File: src/rtl/dram_seq_pkg.sv
// Shared types and defaults for the DRAM sequencer slice.
//   state_t   : sequencer FSM states
//   *_DEF     : default parameter values used by the modules and the interface
//   ADDR_BITS : request address width for the default row width
package dram_seq_pkg;

  typedef enum logic [2:0] {
    IDLE = 3'd0,
    RAS  = 3'd1,
    MUX  = 3'd2,
    CAS  = 3'd3,
    REF  = 3'd4,
    PRE  = 3'd5
  } state_t;

  localparam int unsigned ROW_BITS_DEF         = 8;
  localparam int unsigned REFRESH_INTERVAL_DEF = 120;
  localparam int unsigned CAS_CYCLES_DEF       = 2;
  localparam int unsigned RAS_PRE_DEF          = 2;

  localparam int unsigned ADDR_BITS = 2 * ROW_BITS_DEF;

  // Address bus width for an arbitrary row width.
  function automatic int unsigned addr_bits(input int unsigned row_bits);
    return 2 * row_bits;
  endfunction

endpackage

File: src/rtl/dram_sequencer_if.sv
// Requester-side bus and DRAM-side strobes of one sequenced DRAM bank.
//   master : requester view (drives req/we/addr, observes everything else)
//   slave  : sequencer view (samples req/we/addr, drives ack/busy/strobes/ma)
interface dram_sequencer_if
  import dram_seq_pkg::*;
#(
  parameter int unsigned ROW_BITS = ROW_BITS_DEF
);

  logic                    req;
  logic                    we;
  logic [2*ROW_BITS-1:0]   addr;
  logic                    ack;
  logic                    busy;
  logic                    ras_n;
  logic                    cas_n;
  logic                    we_n;
  logic                    mux_sel;
  logic [ROW_BITS-1:0]     ma;

  modport master (
    output req, we, addr,
    input  ack, busy, ras_n, cas_n, we_n, mux_sel, ma
  );

  modport slave (
    input  req, we, addr,
    output ack, busy, ras_n, cas_n, we_n, mux_sel, ma
  );

endinterface

File: src/rtl/dram_refresh_timer.sv
// Free-running refresh interval timer with a single pending-request flag.
//   clk         : clock, rising edge
//   clr         : synchronous active-high reset
//   ack_refresh : sequencer is starting the pending refresh this cycle
//   ref_pending : a refresh is owed (registered)
module dram_refresh_timer
  import dram_seq_pkg::*;
#(
  parameter int unsigned REFRESH_INTERVAL = REFRESH_INTERVAL_DEF
) (
  input  logic clk,
  input  logic clr,
  input  logic ack_refresh,
  output logic ref_pending
);

  localparam int unsigned TW = (REFRESH_INTERVAL > 1) ? $clog2(REFRESH_INTERVAL) : 1;
  localparam logic [TW-1:0] TC = TW'(REFRESH_INTERVAL - 1);

  logic [TW-1:0] timer_q, timer_d;
  logic          pending_q, pending_d;
  logic          tc;

  always_comb begin
    tc        = (timer_q == TC);
    timer_d   = tc ? '0 : timer_q + 1'b1;
    // A terminal count wins over an acknowledge on the same edge; a terminal
    // count while already pending simply merges into the one flag.
    pending_d = (pending_q & ~ack_refresh) | tc;
  end

  always_ff @(posedge clk) begin
    if (clr) begin
      timer_q   <= '0;
      pending_q <= 1'b0;
    end else begin
      timer_q   <= timer_d;
      pending_q <= pending_d;
    end
  end

  assign ref_pending = pending_q;

endmodule

File: src/rtl/dram_sequencer.sv
// Sequencer for one multiplexed-address DRAM bank with RAS-only refresh.
//   clk : clock, rising edge
//   clr : synchronous active-high reset; aborts any cycle in progress
//   bus : slave side of dram_sequencer_if
//         req/we/addr in (addr = {row, column}), ack one-cycle pulse in the
//         last CAS cycle, busy while not IDLE, ras_n/cas_n/we_n strobes,
//         mux_sel (0 = row/refresh, 1 = column), ma multiplexed address.
// Every output is a register; refresh takes priority over new requests.
module dram_sequencer
  import dram_seq_pkg::*;
#(
  parameter int unsigned ROW_BITS         = ROW_BITS_DEF,
  parameter int unsigned REFRESH_INTERVAL = REFRESH_INTERVAL_DEF,
  parameter int unsigned CAS_CYCLES       = CAS_CYCLES_DEF,
  parameter int unsigned RAS_PRE          = RAS_PRE_DEF
) (
  input  logic                clk,
  input  logic                clr,
  dram_sequencer_if.slave     bus
);

  localparam int unsigned AW      = 2 * ROW_BITS;
  localparam int unsigned CNT_MAX = (CAS_CYCLES > RAS_PRE) ? CAS_CYCLES : RAS_PRE;
  localparam int unsigned CNT_W   = $clog2(CNT_MAX + 1);

  localparam logic [CNT_W-1:0] CAS_LAST = CNT_W'(CAS_CYCLES - 1);
  localparam logic [CNT_W-1:0] REF_LAST = CNT_W'(CAS_CYCLES);
  localparam logic [CNT_W-1:0] PRE_LAST = CNT_W'(RAS_PRE - 1);
  localparam logic             CAS_ONE  = (CAS_CYCLES == 1);

  state_t              state_q;
  logic [CNT_W-1:0]    cnt_q;
  logic [CNT_W-1:0]    cnt_inc;
  logic [ROW_BITS-1:0] ref_row_q;
  logic [ROW_BITS-1:0] col_q;
  logic                wr_q;

  logic                ras_n_q, cas_n_q, we_n_q, mux_sel_q, ack_q, busy_q;
  logic [ROW_BITS-1:0] ma_q;

  logic ref_pending;
  logic ack_refresh;

  assign cnt_inc     = cnt_q + 1'b1;
  assign ack_refresh = (state_q == IDLE) && ref_pending;

  dram_refresh_timer #(
    .REFRESH_INTERVAL (REFRESH_INTERVAL)
  ) u_timer (
    .clk         (clk),
    .clr         (clr),
    .ack_refresh (ack_refresh),
    .ref_pending (ref_pending)
  );

  // Outputs are registered alongside the state: each branch loads the
  // output values belonging to the state being entered.
  always_ff @(posedge clk) begin
    if (clr) begin
      state_q   <= IDLE;
      cnt_q     <= '0;
      ref_row_q <= '0;
      col_q     <= '0;
      wr_q      <= 1'b0;
      ras_n_q   <= 1'b1;
      cas_n_q   <= 1'b1;
      we_n_q    <= 1'b1;
      mux_sel_q <= 1'b0;
      ack_q     <= 1'b0;
      busy_q    <= 1'b0;
      ma_q      <= '0;
    end else begin
      ack_q <= 1'b0;
      unique case (state_q)
        IDLE: begin
          if (ref_pending) begin
            state_q   <= REF;
            cnt_q     <= '0;
            busy_q    <= 1'b1;
            ras_n_q   <= 1'b0;
            mux_sel_q <= 1'b0;
            ma_q      <= ref_row_q;
          end else if (bus.req) begin
            state_q   <= RAS;
            busy_q    <= 1'b1;
            ras_n_q   <= 1'b0;
            mux_sel_q <= 1'b0;
            ma_q      <= bus.addr[AW-1:ROW_BITS];
            col_q     <= bus.addr[ROW_BITS-1:0];
            wr_q      <= bus.we;
          end
        end
        RAS: begin
          state_q   <= MUX;
          mux_sel_q <= 1'b1;
          ma_q      <= col_q;
        end
        MUX: begin
          state_q <= CAS;
          cnt_q   <= '0;
          cas_n_q <= 1'b0;
          we_n_q  <= ~wr_q;
          ack_q   <= CAS_ONE;
        end
        CAS: begin
          if (cnt_q == CAS_LAST) begin
            state_q   <= PRE;
            cnt_q     <= '0;
            ras_n_q   <= 1'b1;
            cas_n_q   <= 1'b1;
            we_n_q    <= 1'b1;
            mux_sel_q <= 1'b0;
          end else begin
            cnt_q <= cnt_inc;
            ack_q <= (cnt_inc == CAS_LAST);
          end
        end
        REF: begin
          if (cnt_q == REF_LAST) begin
            state_q   <= PRE;
            cnt_q     <= '0;
            ras_n_q   <= 1'b1;
            ref_row_q <= ref_row_q + 1'b1;
          end else begin
            cnt_q <= cnt_inc;
          end
        end
        PRE: begin
          if (cnt_q == PRE_LAST) begin
            state_q <= IDLE;
            cnt_q   <= '0;
            busy_q  <= 1'b0;
          end else begin
            cnt_q <= cnt_inc;
          end
        end
        default: state_q <= IDLE;
      endcase
    end
  end

  assign bus.ras_n   = ras_n_q;
  assign bus.cas_n   = cas_n_q;
  assign bus.we_n    = we_n_q;
  assign bus.mux_sel = mux_sel_q;
  assign bus.ack     = ack_q;
  assign bus.busy    = busy_q;
  assign bus.ma      = ma_q;

endmodule
File: src/flat_wrapper.sv
// flat-port wrapper written by rule: the top's interface ports become plain ports
module dram_sequencer_flat import dram_seq_pkg::*;
#(
  parameter int unsigned ROW_BITS         = ROW_BITS_DEF,
  parameter int unsigned REFRESH_INTERVAL = REFRESH_INTERVAL_DEF,
  parameter int unsigned CAS_CYCLES       = CAS_CYCLES_DEF,
  parameter int unsigned RAS_PRE          = RAS_PRE_DEF
)
  (clk, clr, bus_req, bus_we, bus_addr, bus_ack, bus_busy, bus_ras_n, bus_cas_n, bus_we_n, bus_mux_sel, bus_ma);
  dram_sequencer_if #(.ROW_BITS(ROW_BITS)) bus_i ();
  input  logic clk;
  input  logic clr;
  input wire logic [$bits(bus_i.req)-1:0] bus_req;
  input wire logic [$bits(bus_i.we)-1:0] bus_we;
  input wire logic [$bits(bus_i.addr)-1:0] bus_addr;
  output wire logic [$bits(bus_i.ack)-1:0] bus_ack;
  output wire logic [$bits(bus_i.busy)-1:0] bus_busy;
  output wire logic [$bits(bus_i.ras_n)-1:0] bus_ras_n;
  output wire logic [$bits(bus_i.cas_n)-1:0] bus_cas_n;
  output wire logic [$bits(bus_i.we_n)-1:0] bus_we_n;
  output wire logic [$bits(bus_i.mux_sel)-1:0] bus_mux_sel;
  output wire logic [$bits(bus_i.ma)-1:0] bus_ma;
  assign bus_i.req = bus_req;
  assign bus_i.we = bus_we;
  assign bus_i.addr = bus_addr;
  assign bus_ack = bus_i.ack;
  assign bus_busy = bus_i.busy;
  assign bus_ras_n = bus_i.ras_n;
  assign bus_cas_n = bus_i.cas_n;
  assign bus_we_n = bus_i.we_n;
  assign bus_mux_sel = bus_i.mux_sel;
  assign bus_ma = bus_i.ma;
  dram_sequencer #(.ROW_BITS(ROW_BITS), .REFRESH_INTERVAL(REFRESH_INTERVAL), .CAS_CYCLES(CAS_CYCLES), .RAS_PRE(RAS_PRE)) u_core (.clk(clk), .clr(clr), .bus(bus_i));
endmodule
File: config.mk
export PLATFORM = sky130hd
export DESIGN_NAME = dram_sequencer_flat
export DESIGN_NICKNAME = d
export VERILOG_FILES = /design/src/rtl/dram_seq_pkg.sv /design/src/rtl/dram_sequencer_if.sv /design/src/rtl/dram_refresh_timer.sv /design/src/rtl/dram_sequencer.sv /design/src/flat_wrapper.sv
export SDC_FILE = /design/constraint.sdc
export NUM_CORES = 1
export LEC_CHECK = 0
export BUFFER_PORTS_ARGS = -buffer_cell sky130_fd_sc_hd__buf_2
export CAP_MARGIN = 10
export CORE_MARGIN = 2
export CORE_UTILIZATION = 30
export DETAILED_ROUTE_END_ITERATION = 10
export GPL_TIMING_DRIVEN = 1
export PLACE_DENSITY = 0.53
export SETUP_SLACK_MARGIN = 0.3
export SLEW_MARGIN = 40
export SYNTH_ARGS = -nofsm -noshare
export SYNTH_HDL_FRONTEND = slang
export SYNTH_SLANG_ARGS = --single-unit
File: constraint.sdc
create_clock -name clk -period 1.3 [get_ports clk]
set_input_delay 0.195 -clock clk [delete_from_list [all_inputs] [get_ports clk]]
set_output_delay 0.195 -clock clk [all_outputs]
set_load 0.05 [all_outputs]
* After elaboration in Yosys (flattened, before gate mapping)
Index checks and enable logic that the tools add are counted.
Widths: inputs -> output; s select.
** Word-level totals
- Register bits :: 44
- Bits of input ports :: 20
- Logic and storage cells :: 82
** Operators by class
- Add/sub/neg operators :: 3
- Equality and inequality tests :: 14
- Muxes and demuxes :: 25
- Bitwise gates (word level) :: 6
- Reductions and logical operators :: 20
** Operators with widths (count)
- $pmux 3 s6 :: 1
- $mux 8 :: 2
- $pmux 8 s2 :: 1
- $mux 3 :: 5
- $reduce_and 3->1 :: 3
- $add 8x1->8 const B :: 1
- $pmux 2 s4 :: 1
- $reduce_and 2->1 :: 4
- $reduce_and 4->1 :: 2
- $add 7x1->7 const B :: 1
- $eq 7x7->1 const B :: 1
- $mux 1 :: 7
- $eq 3x2->1 const B :: 2
- $eq 3x3->1 const B :: 2
- $mux 2 :: 3
- $ne 2x1->1 const B :: 3
- $pmux 1 s2 :: 3
- $pmux 1 s3 :: 2
- $reduce_bool 2->1 :: 3
- $reduce_bool 3->1 :: 2
- $eq 2x1->1 const B :: 2
- $not 1->1 :: 4
- $reduce_bool 4->1 :: 1
- $reduce_or 2->1 :: 2
- 10 further kinds :: 10

* Depth between registers and ports, before layout
Gate-level depths: netlist of the first run.
- Depth in word-level cells :: 5
- Mapped depth :: 7
- Depth with buffers taken out :: 5

* Hierarchy
A second synthesis of the first run with hierarchy kept.
** Unflattened totals
- Cells, all modules :: 247
- Area total of the unflattened synthesis :: 2153.3 um^2
** By module, submodules not included
- dram_sequencer :: times used 1, cells each 212, area an instance 1829.3 um^2, seq. area each 720.7 um^2
- dram_refresh_timer :: times used 1, cells each 35, area an instance 324.1 um^2, seq. area each 160.2 um^2

* Worst setup path after synthesis of the first run
No wires, ideal clock.
- Path type :: register -> register
- Start point :: register u_core.state_q[1]
- End point :: register u_core.ma_q[0], in the netlist u_core.bus.ma[0]
- Arrival :: 1.277 ns
- Path slack :: -0.109 ns
- Stages on the path, launching flop included :: 6
- Path through :: dfxtp_1 > buf_2 > or3_4 > nor2_8 > mux2i_1 > o21ai_1
** On the way
- Cells in the longest elaborated chain, start to end :: 3
- Elaborated cells between the ends (all ways) :: 6
** RTL lines
- from (decl) :: RTL line dram_sequencer.sv:31 : state_t state_q;
- from (signal assigned) :: RTL line dram_sequencer.sv:60 : state_q <= IDLE;
- from (signal assigned) :: RTL line dram_sequencer.sv:77 : state_q <= REF;
- from (signal assigned) :: RTL line dram_sequencer.sv:84 : state_q <= RAS;
- $logic_not 3->1 / $eq 3x1->1 (equally long branches) :: RTL line dram_sequencer.sv:74 : unique case (state_q)
- $ne 3x3->1 (no source line) / $reduce_bool 2->1 (equally long branches)
- $reduce_and 2->1 (no source line)
- to (signal assigned) :: RTL line dram_sequencer.sv:82 : ma_q <= ref_row_q;
- to (signal assigned) :: RTL line dram_sequencer.sv:88 : ma_q <= bus.addr[AW-1:ROW_BITS];
- to (signal assigned) :: RTL line dram_sequencer.sv:96 : ma_q <= col_q;
- to (decl) :: RTL line dram_sequencer.sv:39 : logic [ROW_BITS-1:0] ma_q;
Parallel ways exist; a longest one is shown, timed or not.
A chain may end at the register's enable or synchronous reset.

* Final worst setup path of the first run
- Start point :: register u_core.state_q[2]
- End point :: register u_core.state_q[0]
** On the way
- Cells in the longest elaborated chain, start to end :: 3
- Elaborated cells between the ends (all ways) :: 12
** RTL lines (RTL line)
- $eq 3x3->1 (tied with other cells) :: dram_sequencer.sv:74
- $ne 2x1->1 (no source line) / $ne 3x3->1 (equally long branches)
- $reduce_and 4->1 (no source line)
Parallel ways exist; a longest one is shown, timed or not.

==> summary.md, run 1 <==
| Metric | Value |
|---|---|
| Final slew viol count | 0 |
| Number of synthesized register bits | 44 |
| Initial drt markers | 64 |
| CTS Buf Count | 5 |
| Power density over cell area | 1770 nW/um^2 |
| Fmax | 692 MHz |
| Failing checks | negative setup slack |
| Clock Tree Buf Depth | 2 |
| Tightest Hold Check Type | in2reg |
| Buffers on Ports | 33 |
| Peak VDD IR | 712 uV |
| Die area | 7570 sq um |
| Minimum clock period | 1450 ps |
| Diode count | 0 |
| Max_slew headroom | 0.746 |
| Worst EP required | 1480 ps |
| FF-to-FF setup slack | -150 ps |
| Root buffer cell | clkbuf_8 |
| Tcrit/Tclk final | 1.11 |
| Synth Net Count | 248 |
| Max_cap viols | 0 |
| Number of flops mapped to enable cells by yosys | 0 |
| Multi-input gate area | 1430 sq um |
| Clock Skew | 4.47 ps |
| Crit path kind | reg2reg |
| Sinks on Clock Net | 44 |
| Dpl ws | -235 ps |
| CP Capture Point | u_core.state_q[0] |
| Status | finished with violations |
| IO Pins | 34 |
| DR WL/cell | 14.7 microns |
| Vias/cell | 4.84 |
| NumNets Final | 340 |
| Post-Syn Instances | 226 |
| Clock latency on the worst-skew pair | 300 ps |
| Die Ht | 87.0 microns |
| Reg2reg path depth | 5 |
| Area grow syn2layout | 66.3% |
| Mapped cell area | 2070 sq um |
| Leak | 0.00143 uW |
| Vias | 1931 |
| Clock slew at reported path FFs | 80 ps |
| R2r endpoint | u_core.state_q[0] |
| Main flop type after synthesis | dfxtp_1 |
| Die width | 87.0 microns |
| Initial Utilization | 0.308 |
| # fillers | 623 |
| Share of cells above drive strength 1 | 0.592 |
| Synth unique cells | 45 |
| Core Footprint | 6720 sq um |
| Synth warnings | 0 |
| Ys async rst share | 0 |
| Register area share after synthesis | 0.426 |
| Worst-margin pin slew | 381 ps |
| Worst EP arrival | 1630 ps |
| Detail Route Antenna Nets | 0 |
| Largest net degree at the start of global routing | 17 |
| DRT Pass-1 Iters | 4 |
| H-tree levels | 2 |
| Final Routed Wirelength | 5.86 mm |
| Worst setup startpoint | u_core.state_q[2] |
| Setup crit end kind | flop |
| Register area | 918 sq um |
| CP max FO | 6 |
| Final Hold Violating Endpoints | 0 |
| Setup Viol. Count Final | 19 |
| Vias in the first global route | 2021 |
| Detail Placement HPWL | 3.82 mm |
| Initial antenna violation count | 0 |
| First-pass GRT wire length | 9.69 mm |
| Element type at the critical path start | flop |
| RSZ-0062 raised after global routing | true |
| Setup ws final | -146 ps |
| Grt ovf | 0 |
| RePlAce Congestion | 0.856 |
| Worst reg2reg path startpoint | u_core.state_q[2] |
| Avg Cell Area, Syn | 9.15 sq um |
| Row count | 30 |
| Drt drc | 0 |
| Aggregate global-route resource usage | 0.164 |
| Setup TNS | -1440 ps |
| CTS tree | yes |
| Hold Buf Count CTS | 0 |
==> layout by cell type (no fill, tap or decap), drive strengths merged, types with 6 or more instances in the layout <==
cell type / count
a21oi: 6
buf: 97
clkbuf: 6
dfxtp: 44
mux2: 8
mux2i: 19
nand2: 15
nand3: 6
nor2: 38
o21ai: 13
xnor2: 7
==> final cells by class <==
cell class,instances,area share
inverter,4,0.00437
clock buffer,6,0.0240
timing repair buffer,97,0.257
multi-input combinational,166,0.416
clock inverter,2,0.00291
tap,80,0.0291
sequential,44,0.267
==> kinds of logic after synthesis <==
family | Yosys count | synth area share
compound gates | 32 | 0.0999
xor+xnor | 12 | 0.0508
fa+ha+maj | 2 | 0.0121
buf+inv | 17 | 0.0406
flops | 44 | 0.426
mux | 27 | 0.136
simple gates | 92 | 0.235
==> state kept, by name (all words and copies together) (netlist names) <==
name and count:
u_core.u_timer.ref_pending 1, u_core.u_timer.timer_q 7, u_core.bus.ras_n 1, u_core.bus.cas_n 1, u_core.col_q 8, u_core.bus.ma 8
u_core.bus.mux_sel 1, u_core.bus.we_n 1, u_core.bus.ack 1, u_core.cnt_q 2, u_core.wr_q 1, u_core.ref_row_q 8
u_core.bus.busy 1, u_core.state_q 3
==> stage by stage <==
stage / area [sq um] / power, uW / cells / util / hold slack [ps]
after detailed placement: 2710 / 4150 / 370 / 0.404 / 431
after CTS: 3230 / 5760 / 390 / 0.481 / 114
after global placement: 2710 / 4130 / 370 / 0.404 / 424
final: 3440 / 6080 / 399 / 0.512 / 123
after floorplan: 2200 / 3360 / 226 / - / 339
after global routing: 3440 / 6420 / 399 / 0.512 / 120
==> how the worst min path moves through the flow <==
stage / to / slack, ps / start / depth (start not counted)
after floorplan: u_core.col_q[0] / 340 / bus_addr[0] / 2
after global placement: u_core.u_timer.timer_q[0] / 420 / u_core.u_timer.timer_q[0] / 1
after detailed placement: u_core.u_timer.timer_q[0] / 430 / u_core.u_timer.timer_q[0] / 1
after CTS: u_core.col_q[4] / 110 / bus_addr[4] / 3
after global routing: u_core.wr_q / 120 / bus_we / 3
final: u_core.col_q[6] / 120 / bus_addr[6] / 3
==> routing by layer <==
layer	GRT usage	up-vias	part of all wire
li1	-	987	-
met4	0.0440	0	0.010
met2	0.273	38	0.49
met5	0	-	0
met1	0.211	902	0.46
met3	0.0389	4	0.039
==> what timing repair did <==
action / 4_1_cts / 5_1_grt
pin swaps: 16 / 17
gates resized for setup: 96 / 36
endpoints found under the setup margin: 57 / 57
gates cloned: 1 / 0
buffers inserted: 11 / 9
==> synth_stat cells, drive strengths merged (2+ instances only) <==
cell	count	area [sq um]
a311oi	2	17.5
nand2b	5	31.3
or2	2	15.0
nand3	6	30.0
nand2	15	56.3
xor2	5	43.8
nor4	5	31.3
nor2b	3	18.8
buf	9	53.8
nor3	4	35.0
o21ai	13	65.1
a21oi	6	30.0
mux2	8	90.1
inv	4	15.0
ha	2	25.0
nand4	5	31.3
o22ai	2	18.8
or4	2	15.0
xnor2	7	61.3
dfxtp	44	881
nor2	37	155
clkbuf	4	15.0
nor3b	4	30.0
mux2i	19	190
==> worst max-delay path, cell delays in order (launching register included) <==
cell     delay, ps
dfxtp_4        370
buf_6          110
or4_4          490
o22ai_4        180
nor2b_2         70
mux2i_1        110
==> power breakdown <==
group / internal (uW) / leakage [uW] / switching, uW
Combinational: 1730 / 0.00101 / 1600
Sequential: 1610 / 0.000367 / 240
Clock: 425 / 0.0000510 / 473
Power figures use the tool's default switching activity.
==> inputs of run 2 (changes only) <==
Settings changed: CORE_UTILIZATION 30 to 39, PLACE_DENSITY 0.53 to 0.64.
==> run 2 against run 1 <==
Against the previous run: the flow still finishes with violations (negative setup slack); power decreased by 0.45%; register-to-register slack improved by 20 ps; clock skew increased by 3.1 ps; first-iteration DRC count increased by 28%; sequential share of layout area increased by 0.39 points; worst setup slack improved by 15 ps; via count increased by 1.3%; sequential power about the same; die area decreased by 22%; fmax increased by 1.1%; cell count decreased by 3.5%; largest cell class unchanged; largest power group unchanged.
==> summary.md, run 2 (synthesis results as in run 1) <==
| Metric | Value |
|---|---|
| Most frequent cells in the layout | buf_4, nor2_1, buf_6, dfxtp_1 |
| Detail Placement HPWL | 3.51 mm |
| Drt drc | 0 |
| NumNets Final | 336 |
| FF-to-FF setup slack | -130 ps |
| CP max FO | 7 |
| Pwr Total | 6050 uW |
| Largest net degree at the start of global routing | 15 |
| Initial antenna violation count | 0 |
| CTS tree | yes |
| Vias | 1956 |
| Finished Layout Cells | 385 |
| IO Pins | 34 |
| Clock slew at reported path FFs | 90 ps |
| Initial Utilization | 0.405 |
| Area grow syn2layout | 63.9% |
| RePlAce Congestion | 0.893 |
| Element type at the critical path start | flop |
| Sinks on Clock Net | 44 |
| Peak VDD IR | 989 uV |
| Aggregate global-route resource usage | 0.185 |
| Fmax | 699 MHz |
| Final Routed Wirelength | 5.54 mm |
| Worst Hold Endpoint | u_core.wr_q |
| Vias in the first global route | 1919 |
| Hold Buf Count CTS | 0 |
| Die Ht | 76.8 microns |
| Tightest Hold Check Type | in2reg |
| Failing checks | negative setup slack |
| Row count | 26 |
| Final slew viol count | 0 |
| Setup TNS | -1710 ps |
| Power density over cell area | 1790 nW/um^2 |
| Leak | 0.00141 uW |
| Minimum clock period | 1430 ps |
| Status | finished with violations |
| CTS Buf Count | 5 |
| Worst-margin pin slew | 446 ps |
| First-pass GRT wire length | 8.87 mm |
| Clock Skew | 7.59 ps |
| Die width | 76.8 microns |
| DRT Pass-1 Iters | 4 |
| R2r endpoint | u_core.state_q[0] |
| Tcrit/Tclk final | 1.10 |
| Worst reg2reg path startpoint | u_core.state_q[0] |
| Crit path kind | reg2reg |
| Detail Route Antenna Nets | 0 |
| Clock latency on the worst-skew pair | 300 ps |
| WHS Path Cells | 3 |
| Worst EP arrival | 1620 ps |
| H-tree levels | 2 |
| Grt ovf | 0 |
| Dpl cells | 356 |
| Core Footprint | 5110 sq um |
| Worst EP required | 1490 ps |
| Worst path cell trace | or4_4 -> o22ai_4 -> nor2b_2 -> mux2i_1 |
| Reg2reg path depth | 4 |
| CP max stage delay | 550 ps |
| Share of cells above drive strength 1 | 0.571 |
| Critical path's slowest cell | or4_4 |
| Max_slew headroom | 0.700 |
| Met2 GRT Util | 0.326 |
| Initial drt markers | 82 |
| RSZ-0062 raised after global routing | true |
| Max_cap viols | 0 |
| Die area | 5900 sq um |
| Final Hold Violating Endpoints | 0 |
| DR WL/cell | 14.4 microns |
| Met1 Resource Use GR | 0.228 |
| Setup Viol. Count Final | 25 |
| Clock Tree Buf Depth | 2 |
| Gr busiest metal | met2 |
| Worst setup startpoint | u_core.state_q[0] |
| Setup ws final | -131 ps |
| Vias/cell | 5.08 |
| Buffers on Ports | 33 |
| Hold Startpoint | bus_we |
| Commonest non-fill, non-tap cell in the layout | buf_4 |
| Setup crit end kind | flop |
| Diode count | 0 |
| Final hold slack | 122 ps |
| Root buffer cell | clkbuf_8 |
| Met3 Usage GRT | 0.0400 |
run 2: cell types whose count changed in the layout (fill, tap and decap cells not counted), sizes merged:
cell	delta
buf	-4
clkinv	-2
clkinvlp	+2
run 2: critical path, delay by kind of cell, from the launching register on:
kind / cells / cell delay (ps)
and+or+nand+nor: 2 / 620
DFF: 1 / 390
AOI/OAI and AO/OA: 1 / 190
muxes: 1 / 110
run 2: timing repair:
item                                    4_1_cts  5_1_grt
pin swaps                                    19       26
endpoints found under the hold margin         0        0
endpoints found under the setup margin       57       57
setup buffers                                10       10
gates cloned                                  1        0
gates resized for setup                      80       48
run 2: worst max-delay path by stage:
stage	depth (start not counted)	endpoint	slack, ps
after floorplan	5	u_core.bus.ma[0]	-90
after global placement	4	u_core.bus.ma[3]	-210
after detailed placement	4	u_core.bus.ma[7]	-210
after CTS	4	u_core.state_q[0]	-120
after global routing	4	u_core.bus.ma[5]	-180
final	4	u_core.state_q[0]	-130
run 2: report_power, final:
group | leakage, uW | total, uW | internal (uW) | switching [uW]
combinational | 0.00100 | 3290 | 1710 | 1580
clock | 0.0000434 | 914 | 430 | 484
sequential | 0.000367 | 1850 | 1620 | 231
total | 0.00141 | 6050 | 3760 | 2300
run 2: layout make-up:
| class | instances | area, sq um |
|---|---|---|
| Fill cell | 404 | 1720 |
| Multi-Input combinational cell | 166 | 1390 |
| Sequential cell | 44 | 918 |
| Timing Repair Buffer | 93 | 880 |
| Tap cell | 70 | 87.6 |
| Clock buffer | 6 | 82.6 |
| Inverter | 4 | 17.5 |
| Clock inverter | 2 | 15.0 |
run 2: per-layer routing:
| metal | wire length (microns) | up-vias |
|---|---|---|
| li1 | - | 976 |
| met1 | 2430 | 936 |
| met2 | 2860 | 40 |
| met3 | 199 | 4 |
| met4 | 46 | 0 |
| met5 | 0 | - |
run 2: per-stage QoR:
step | area (sq um) | utilization | setup slack, ps
after floorplan | 2200 | - | -93.1
after global placement | 2670 | 0.523 | -214
after detailed placement | 2670 | 0.523 | -209
after CTS | 3120 | 0.610 | -119
after global routing | 3390 | 0.663 | -185
final | 3390 | 0.663 | -131
==> inputs of run 3 (changes only) <==
Settings changed: ABC_AREA set to 1.
==> run 3 against run 2 <==
Against the previous run: the run still ends with negative setup slack left; power grew 5.4%; core utilization shrank 7.5 points; first-iteration DRC count grew 37%; final area shrank 10%; via count grew 2.2%; die area grew 1.8%; sequential power grew 9%; largest cell class unchanged.
==> summary.md, run 3 <==
| Metric | Value |
|---|---|
| Status | finished with violations |
| Failing checks | negative setup slack |
| Drt drc | 0 |
| Vias/cell | 4.78 |
| Clock Skew | 8.34 ps |
| Commonest non-fill, non-tap cell in the layout | nand2_1 |
| Peak VDD IR | 1090 uV |
| Synth Net Count | 314 |
| Setup crit end kind | flop |
| Initial Utilization | 0.407 |
| Max_slew headroom | 0.763 |
| Initial drt markers | 112 |
| Synth warnings | 0 |
| Clock Power Share | 0.163 |
| CP bufs+invs | 1 |
| DR WL/cell | 12.4 microns |
| # fillers | 440 |
| Die area | 6010 sq um |
| Final slew viol count | 0 |
| Switching pwr | 2720 uW |
| Synth unique cells | 32 |
| Worst EP required | 1480 ps |
| Clock slew at reported path FFs | 80 ps |
| Row count | 26 |
| Diode count | 0 |
| Area grow syn2layout | 44.5% |
| Buffers on Ports | 33 |
| Number of flops mapped to enable cells by yosys | 0 |
| Power density over cell area | 2090 nW/um^2 |
| Combinational share of power | 0.520 |
| Synth top cells by count | nand2_1, dfxtp_1, inv_1 |
| Fmax | 767 MHz |
| Detail Route Antenna Nets | 0 |
| Multi-input gate area | 1260 sq um |
| Die Ht | 77.5 microns |
| Tcrit/Tclk final | 1.00 |
| Pwr Total | 6380 uW |
| Core Footprint | 5170 sq um |
| DRT Pass-1 Iters | 4 |
| IO Pins | 34 |
| H-tree levels | 2 |
| RePlAce Congestion | 0.779 |
| Die width | 77.5 microns |
| Largest net degree at the start of global routing | 18 |
| Simple-gate share of the synthesized area | 0.292 |
| Ys async rst share | 0 |
| Clock Tree Buf Depth | 2 |
| Post-synthesis compound-gate area fraction | 0.180 |
| Worst-margin pin slew | 356 ps |
| Mapped cell area | 2110 sq um |
| Aggregate global-route resource usage | 0.177 |
| First-pass GRT wire length | 8.63 mm |
| CTS Buf Count | 5 |
| Minimum clock period | 1300 ps |
| Detail Placement HPWL | 3.29 mm |
| Critical path's slowest cell | dfxtp_4 |
| NumNets Final | 369 |
| Clock latency on the worst-skew pair | 300 ps |
| Worst EP arrival | 1490 ps |
| Mux contribution to synthesized area | 0 |
| CP max FO | 9 |
| Post-Syn Instances | 292 |
| Max_cap viols | 0 |
| Register share of total power | 0.317 |
| Sinks on Clock Net | 44 |
| Crit path max-delay family | simple AND/OR/NAND/NOR gates |
| Element type at the critical path start | flop |
| Share of cells above drive strength 1 | 0.425 |
| Top cells by area, synth | dfxtp_1, nand2_1, o21ai_0 |
| Setup Viol. Count Final | 1 |
| Post-Synth Adder-Cell Area | 0.0119 |
| Switch share | 0.426 |
| Worst path cell trace | nor2_4 -> nand3_2 -> nand2_8 -> inv_4 -> nor2_1 -> nor2_1 |
| Crit-path most repeated cell | nor2_1 |
| XOR/XNOR share of the synthesized area | 0.00416 |
| Most frequent cells in the layout | nand2_1, inv_1, nor2_1, o21ai_0, dfxtp_1 |
| Grt ovf | 0 |
| Root buffer cell | clkbuf_8 |
| Vias | 2000 |
| Final Hold Violating Endpoints | 0 |
| Avg Cell Area, Syn | 7.22 sq um |
| Top-count cell post-synth | nand2_1 |
| Largest family of logic cells by synthesized area | simple AND/OR/NAND/NOR gates |
| Largest area contributor in the netlist | dfxtp_1 |
| Vias in the first global route | 1918 |
| Tightest Hold Check Type | in2reg |
| Crit path kind | reg2reg |
| Number of synthesized register bits | 44 |
| Final Routed Wirelength | 5.17 mm |
| CTS tree | yes |
| Register area share after synthesis | 0.418 |
| Leak | 0.00133 uW |
| Share of the synthesized area in the top cell type | 0.418 |
| RSZ-0062 raised after global routing | true |
| Main flop type after synthesis | dfxtp_1 |
| Initial antenna violation count | 0 |
| CP max stage delay | 370 ps |
| Register area | 921 sq um |
| Setup ws final | -3.38 ps |
| Int Power | 3660 uW |
| Dpl ws | 27.0 ps |
## run 3: cell types whose count changed after synthesis, moves of 6 or more
cell	previous run	this run
nand2_1	15	53
inv_1	4	34
o21ai_0	4	33
mux2i_1	19	0
a21oi_1	6	23
mux2_2	8	0
nand3_1	6	14
inv_2	0	6
xnor2_1	7	1
## run 3: worst paths after layout
kind                                   startpoint                to  slack, ps  cells past startpoint
worst min register to register    u_core.col_q[2]   u_core.col_q[2]        460                      2
worst max-delay path            u_core.state_q[1]  u_core.bus.ma[6]         -3                      6
worst max register to register  u_core.state_q[1]  u_core.bus.ma[6]         -3                      6
worst min-delay path                  bus_addr[1]   u_core.col_q[1]        160                      3
## run 3: stage by stage
stage           util  hold WS, ps  std cells  cell area [sq um]  TNS [ps]
2_1_floorplan      -          296        292               2210         0
3_3_place_gp   0.476          430        393               2460         0
3_5_place_dp   0.476          434        393               2460         0
4_1_cts        0.546          162        412               2820         0
5_1_grt        0.589          153        418               3050      -479
6_report       0.589          159        418               3050     -3.38
## run 3: worst reg2reg max path, stage by stage, from the launching register on
cell and delay, ps:
dfxtp_4 370, nor2_4 200, nand3_2 220, nand2_8 150, inv_4 60, nor2_1 120, nor2_1 60
## run 3: metal layers
metal,part of all wire,track usage
met1,0.48,0.229
met2,0.48,0.293
met3,0.030,0.0465
met4,0.0095,0.0482
met5,0,0
## run 3: repair_timing
| action | CTS | global route |
|---|---|---|
| buffers inserted | 9 | 5 |
| gates resized for setup | 61 | 47 |
| hold buffers | 0 | 0 |
| setup endpoints to repair | 55 | 57 |
| pin swaps | 11 | 19 |
| cloned | 2 | 1 |
## run 3: kinds of logic (layout without fill, tap and decap cells)
| logic type | count (synthesis) | in the layout |
|---|---|---|
| and+or+nand+nor | 125 | 127 |
| AOI/OAI and AO/OA | 71 | 71 |
| buffers and inverters | 49 | 103 |
| DFF | 44 | 44 |
| adders and majority gates | 2 | 2 |
| xor gates and xnor gates | 1 | 1 |
## run 3: power groups by stage
stage | Clock, uW | Combinational, uW | Sequential (uW)
after floorplan | 0 | 1230 | 2520
after global placement | 0 | 2320 | 1910
after detailed placement | 0 | 2340 | 1920
after CTS | 1070 | 2830 | 1980
after global routing | 1130 | 3560 | 2050
final | 1040 | 3320 | 2020
## run 3: final cells by class
cell class | instances | area share
timing repair buffer | 54 | 0.164
sequential | 44 | 0.302
clock inverter | 2 | 0.0115
tap | 70 | 0.0288
inverter | 41 | 0.0546
clock buffer | 6 | 0.0238
multi-input combinational | 201 | 0.415
